==> src/rtl/gumnut_int_ctrl.sv <==
// Gumnut interrupt controller. It synchronises the source lines, keeps a pending/mask/edge
// register set on the I/O port bus, and drives int_req. Optional build macro: INT_CTRL_AUTO_MASK_EN.
//
// state   | meaning
// --------+-----------------------------------------------------------
// ST_IDLE | waiting for a strobed cycle that hits the register window
// ST_ACK  | port_ack_o high for one cycle; read data is on port_dat_o
module gumnut_int_ctrl #(
    parameter int          N_SRC     = 8,
    parameter logic [7:0]  BASE_ADDR = 8'hC0
) (
    input  logic             clk,
    input  logic             rst,
    input  logic [N_SRC-1:0] int_src_i,
    output logic             int_req,
    input  logic             int_ack,
    output logic [2:0]       int_vec_o,
    input  logic [7:0]       port_adr_i,
    input  logic [7:0]       port_dat_i,
    output logic [7:0]       port_dat_o,
    input  logic             port_we_i,
    input  logic             port_stb_i,
    input  logic             port_cyc_i,
    output logic             port_ack_o
);

    typedef enum logic {
        ST_IDLE = 1'b0,
        ST_ACK  = 1'b1
    } bus_state_t;

    bus_state_t       state_q, state_d;

    logic [N_SRC-1:0] sync1_q, sync2_q, prev_q;
    logic [N_SRC-1:0] pending_q, pending_d;
    logic [N_SRC-1:0] mask_q, mask_d;
    logic [N_SRC-1:0] edge_q, edge_d;
    logic [2:0]       vec_q, vec_d;
    logic [7:0]       dat_q, dat_d;

    logic [7:0]       adr_off;
    logic             adr_hit;
    logic             bus_start;
    logic             wr_en;
    logic [N_SRC-1:0] wr_data;
    logic [N_SRC-1:0] rise;
    logic [N_SRC-1:0] masked;
    logic [N_SRC-1:0] ack_clr;
    logic [N_SRC-1:0] w1c;
    logic [2:0]       win_idx;
    logic             has_win;
    logic             ack_take;
    logic [7:0]       rd_data;

    function automatic logic [7:0] pad8(input logic [N_SRC-1:0] v);
        logic [7:0] r;
        r = '0;
        r[N_SRC-1:0] = v;
        return r;
    endfunction

    // Window offset wraps modulo 256, so any BASE_ADDR works without a wide compare.
    assign adr_off = port_adr_i - BASE_ADDR;
    assign adr_hit = (adr_off[7:2] == 6'd0);
    assign wr_data = port_dat_i[N_SRC-1:0];

    assign rise    = sync2_q & ~prev_q;
    assign masked  = pending_q & mask_q;
    assign has_win = |masked;
    assign ack_take = int_ack & has_win;

    assign int_req    = has_win;
    assign int_vec_o  = vec_q;
    assign port_dat_o = dat_q;

    always_comb begin
        state_d    = state_q;
        bus_start  = 1'b0;
        port_ack_o = 1'b0;
        case (state_q)
            ST_IDLE: begin
                if (port_stb_i && port_cyc_i && adr_hit) begin
                    bus_start = 1'b1;
                    state_d   = ST_ACK;
                end
            end
            ST_ACK: begin
                port_ack_o = 1'b1;
                state_d    = ST_IDLE;
            end
            default: state_d = ST_IDLE;
        endcase
    end

    assign wr_en = bus_start & port_we_i;

    always_comb begin
        win_idx = 3'd0;
        for (int i = N_SRC - 1; i >= 0; i--) begin
            if (masked[i]) win_idx = 3'(i);
        end
    end

    always_comb begin
        ack_clr = '0;
        for (int i = 0; i < N_SRC; i++) begin
            ack_clr[i] = ack_take && (win_idx == 3'(i));
        end
    end

    assign w1c = (wr_en && adr_off[1:0] == 2'd0) ? wr_data : '0;

    // Edge bits: a new edge beats any clear in the same cycle. Level bits just mirror s.
    always_comb begin
        pending_d = pending_q;
        for (int i = 0; i < N_SRC; i++) begin
            if (edge_q[i])
                pending_d[i] = rise[i] | (pending_q[i] & ~(ack_clr[i] | w1c[i]));
            else
                pending_d[i] = sync2_q[i];
        end
    end

    always_comb begin
        mask_d = mask_q;
        if (wr_en && adr_off[1:0] == 2'd1)
            mask_d = wr_data;
`ifdef INT_CTRL_AUTO_MASK_EN
        else
            mask_d = mask_q & ~ack_clr;
`endif
    end

    always_comb begin
        edge_d = edge_q;
        if (wr_en && adr_off[1:0] == 2'd2)
            edge_d = wr_data;
    end

    always_comb begin
        vec_d = vec_q;
        if (ack_take)
            vec_d = win_idx;
    end

    always_comb begin
        rd_data = 8'h00;
        case (adr_off[1:0])
            2'd0: rd_data = pad8(pending_q);
            2'd1: rd_data = pad8(mask_q);
            2'd2: rd_data = pad8(edge_q);
            2'd3: rd_data = {int_req, 4'b0000, vec_q};
            default: rd_data = 8'h00;
        endcase
    end

    // Read data is only held during the ack cycle and returns to 0 afterwards.
    assign dat_d = bus_start ? rd_data : 8'h00;

    always_ff @(posedge clk or negedge rst) begin
        if (!rst) begin
            state_q   <= ST_IDLE;
            sync1_q   <= '0;
            sync2_q   <= '0;
            prev_q    <= '0;
            pending_q <= '0;
            mask_q    <= '0;
            edge_q    <= '1;
            vec_q     <= 3'd0;
            dat_q     <= 8'h00;
        end else begin
            state_q   <= state_d;
            sync1_q   <= int_src_i;
            sync2_q   <= sync1_q;
            prev_q    <= sync2_q;
            pending_q <= pending_d;
            mask_q    <= mask_d;
            edge_q    <= edge_d;
            vec_q     <= vec_d;
            dat_q     <= dat_d;
        end
    end

endmodule
==> config.mk <==
export PLATFORM = sky130hd
export DESIGN_NAME = gumnut_int_ctrl
export DESIGN_NICKNAME = d
export VERILOG_FILES = /design/src/rtl/gumnut_int_ctrl.sv
export SDC_FILE = /design/constraint.sdc
export NUM_CORES = 1
export LEC_CHECK = 0
export CAP_MARGIN = 25
export CORE_MARGIN = 4
export CORE_UTILIZATION = 52
export CTS_BUF_LIST = sky130_fd_sc_hd__clkbuf_16
export DETAILED_ROUTE_END_ITERATION = 8
export HOLD_SLACK_MARGIN = 0.06
export PLACE_DENSITY = 0.79
export SLEW_MARGIN = 20
export SYNTH_ARGS = -nofsm -noshare
export SYNTH_HDL_FRONTEND = slang
export SYNTH_SLANG_ARGS = --single-unit
export TNS_END_PERCENT = 30
==> constraint.sdc <==
create_clock -name clk -period 1.8 [get_ports clk]
set_input_delay 0.18 -clock clk [delete_from_list [all_inputs] [get_ports clk]]
set_output_delay 0.18 -clock clk [all_outputs]
set_load 0.05 [all_outputs]
==> load_flow_metrics.sql <==
INSERT INTO impl_metrics (metric_group, metric, value, unit) VALUES
('status', 'run_status', 'complete, no violations', ''),
('global_routing', 'grt_pass1_vias', '1928', ''),
('routing', 'detailroute.wirelength.met2', '2.78', 'mm'),
('setup_path', 'timing.critical_path.cells', 'clkdlybuf4s50_1', ''),
('clock_network', 'cts_tree', 'yes', ''),
('placement', 'placement.io_buffers', '42', ''),
('synth', 'postSynthCellCount', '186', ''),
('timing', 'timing.fmax', '0.583', 'GHz'),
('synth', 'synthesis.nets', '216', ''),
('routing', 'route.top_layer_used', 'met4', ''),
('synth', 'synth_most_common_cell', 'sky130_fd_sc_hd__dfrtp_1', ''),
('timing', 'finClkSkew', '0.00793', 'ns'),
('placement', 'place.gp.congestion', '0.865', ''),
('timing', 'layout_worst_path_cycle_share', '0.952', ''),
('routing', 'drc', '0', ''),
('clock_network', 'clock-root-buffer', 'sky130_fd_sc_hd__clkbuf_16', ''),
('routing', 'routed_wl', '5.67', 'mm'),
('routing', 'drt-initial-drc-count', '84', ''),
('synth', 'post_synth_instance_area', '2490', 'sq um'),
('setup_path', 'cpPeakStageDelay', '0.82', 'ns'),
('die', 'start_util', '0.552', ''),
('hold_path', 'class_of_the_tightest_hold_or_removal_check', 'input port to register', ''),
('layout', 'layout-drive-gt1-share', '0.291', ''),
('pwr', 'power.static_leakage', '1.54', 'nW'),
('flow_run', 'timing.max_cap.violations', '0', ''),
('global_routing', 'grt_start_max_net_pins', '61', ''),
('setup_path', 'critical_path_depth', '1', ''),
('synth', 'synth.lib_cells_used.distinct', '40', ''),
('layout', 'core_occupancy_in_the_finished_layout', '0.768', ''),
('routing', 'num_vias', '1833', ''),
('pwr', 'max_ir_drop_vdd', '715', 'uV'),
('die', 'rows', '24', ''),
('global_routing', 'grt_antenna_before_repair', '0', ''),
('timing', 'setup_tns', '0', 'ns'),
('placement', 'hpwlAfterDp', '3.93', 'mm'),
('synth', 'synth_seq_area_share', '0.608', ''),
('clock_network', 'post_cts.repair.setup_buffers', '0', ''),
('die', 'floorplan.die_area', '5950', 'sq um'),
('setup_path', 'worst_setup_path_end_kind', 'primary output', ''),
('pwr', 'power_density', '1020', 'nW/um^2'),
('routing', 'detail_route.wl_per_cell', '18.1', 'um'),
('clock_network', 'htreeDepth', '3', ''),
('clock_network', 'cts_buffers', '9', ''),
('clock_network', 'postCtsHoldBufs', '1', ''),
('synth', 'ys_dominant_reg_cell', 'sky130_fd_sc_hd__dfrtp_1', ''),
('timing', 'post-route-min-period', '1.71', 'ns'),
('clock_network', 'clock_latency', '0.32', 'ns'),
('timing', 'grt_setup_unrepaired', 'no', ''),
('die', 'dieHeight', '77.1', 'um'),
('routing', 'vias_per_cell', '5.86', ''),
('global_routing', 'grt_util_all_layers', '0.209', ''),
('timing', 'slew_of_the_pin_with_the_lowest_slew_margin', '0.573', 'ns'),
('routing', 'met3WireLength', '432', 'um'),
('clock_network', 'cts.clk_slew.worst_paths', '0.05', 'ns'),
('synth', 'number_of_warnings_issued_by_yosys', '0', ''),
('synth', 'post_synth.cell_area_avg', '13.4', 'sq um'),
('setup_path', 'reg2reg_depth', '3', ''),
('clock_network', 'ctsLongestPathBuffers', '2', ''),
('global_routing', 'grt_first_pass_wirelength', '9.47', 'mm'),
('setup_path', 'critical_path.reg2reg.startpoint', 'mask_q[0]', ''),
('layout', 'final_nets', '286', ''),
('setup_path', 'cp_slowest_cell', 'sky130_fd_sc_hd__clkdlybuf4s50_1', ''),
('clock_network', 'tritoncts_num_sinks', '60', ''),
('setup_path', 'startpoint_type', 'register', ''),
('timing', 'slew_headroom', '0.618', ''),
('synth', 'number_of_flops_mapped_to_enable_cells_by_yosys', '0', ''),
('routing', 'ant_nets', '0', ''),
('layout', 'flow.area_growth_from_synthesis', '39.2', '%'),
('synth', 'synth.cells.most_frequent', '52 x sky130_fd_sc_hd__dfrtp_1, 17 x sky130_fd_sc_hd__mux2_2, 16 x sky130_fd_sc_hd__nand2_1', ''),
('timing', 'report.final.setup_viol', '0', ''),
('die', 'chipWidth', '77.1', 'um');
## placed cells by master (no fill, tap or decap), types with 2 or more instances in the layout
master                            count
sky130_fd_sc_hd__nand4_1              3
sky130_fd_sc_hd__nand3_1              2
sky130_fd_sc_hd__inv_1                2
sky130_fd_sc_hd__mux2_2              17
sky130_fd_sc_hd__nor2b_1              2
sky130_fd_sc_hd__a2bb2oi_1            2
sky130_fd_sc_hd__clkbuf_16            9
sky130_fd_sc_hd__a211oi_1             3
sky130_fd_sc_hd__mux2i_1              4
sky130_fd_sc_hd__nor3b_1              4
sky130_fd_sc_hd__buf_4               20
sky130_fd_sc_hd__a32o_1               2
sky130_fd_sc_hd__a21boi_0             5
sky130_fd_sc_hd__clkdlybuf4s50_1     40
sky130_fd_sc_hd__a21oi_1             12
sky130_fd_sc_hd__nand2_1             16
sky130_fd_sc_hd__a22o_1               4
sky130_fd_sc_hd__o21ai_0              2
sky130_fd_sc_hd__buf_12               3
sky130_fd_sc_hd__nor3_1               2
sky130_fd_sc_hd__a31oi_1              3
sky130_fd_sc_hd__and2_1               4
sky130_fd_sc_hd__a22oi_2              3
sky130_fd_sc_hd__dfrtp_1             52
sky130_fd_sc_hd__clkinv_2             2
sky130_fd_sc_hd__dfstp_2              8
sky130_fd_sc_hd__nor2_1              12
sky130_fd_sc_hd__bufinv_16            2
sky130_fd_sc_hd__mux4_2               4
## state kept, by name, summed over array words and instances (netlist names)
name and flops:
pending_q 8, mask_q 8, sync1_q 8, port_dat_o 8
state_q 1, edge_q 8, prev_q 8, sync2_q 8
int_vec_o 3
## worst min path at each step
stage | cells past startpoint | start | slack (ns) | end
global placement | 2 | rst | 0.21 | pending_q[1]
finish | 1 | int_src_i[5] | 0.29 | sync1_q[5]
detailed placement | 2 | rst | 0.21 | port_dat_o[1]
global route | 1 | int_src_i[5] | 0.30 | sync1_q[5]
floorplan | 0 | rst | -0.12 | int_vec_o[0]
CTS | 1 | int_src_i[5] | 0.29 | sync1_q[5]
## area by class of cell
class | count | area, sq um
multi-input cells | 119 | 943
repair buffers | 65 | 626
clock buffers | 9 | 225
inverters | 1 | 3.75
well taps | 52 | 65.1
fillers | 288 | 1040
clock inverters | 7 | 85.1
flip-flops and latches | 60 | 1510
## per-layer routing
metal	up-vias	track usage
li1	828	-
met1	903	0.248
met2	87	0.338
met3	15	0.0843
met4	0	0.0854
met5	-	0
## kinds of logic after synthesis
group                  share of synthesized area
AOI/OAI and AO/OA                          0.127
buffers and inverters                     0.0161
and+or+nand+nor                            0.120
muxes                                      0.129
DFF                                        0.608
## power breakdown
group	internal (mW)	switching [mW]	leakage (nW)
clock network	1.19	0.565	0.158
logic	0.158	0.172	0.649
registers	1.41	0.0433	0.733
## through the flow
stage | instance area [sq um] | setup WS (ns) | total power, mW
after detailed placement | 3140 | -0.195 | 1.80
after CTS | 3460 | 0.0790 | 3.56
after floorplan | 2490 | 0.0343 | 1.61
after global placement | 3140 | -0.162 | 1.79
final | 3460 | 0.0861 | 3.54
after global routing | 3460 | 0.0216 | 3.65
No activity file was read; power rests on OpenSTA's default activity.
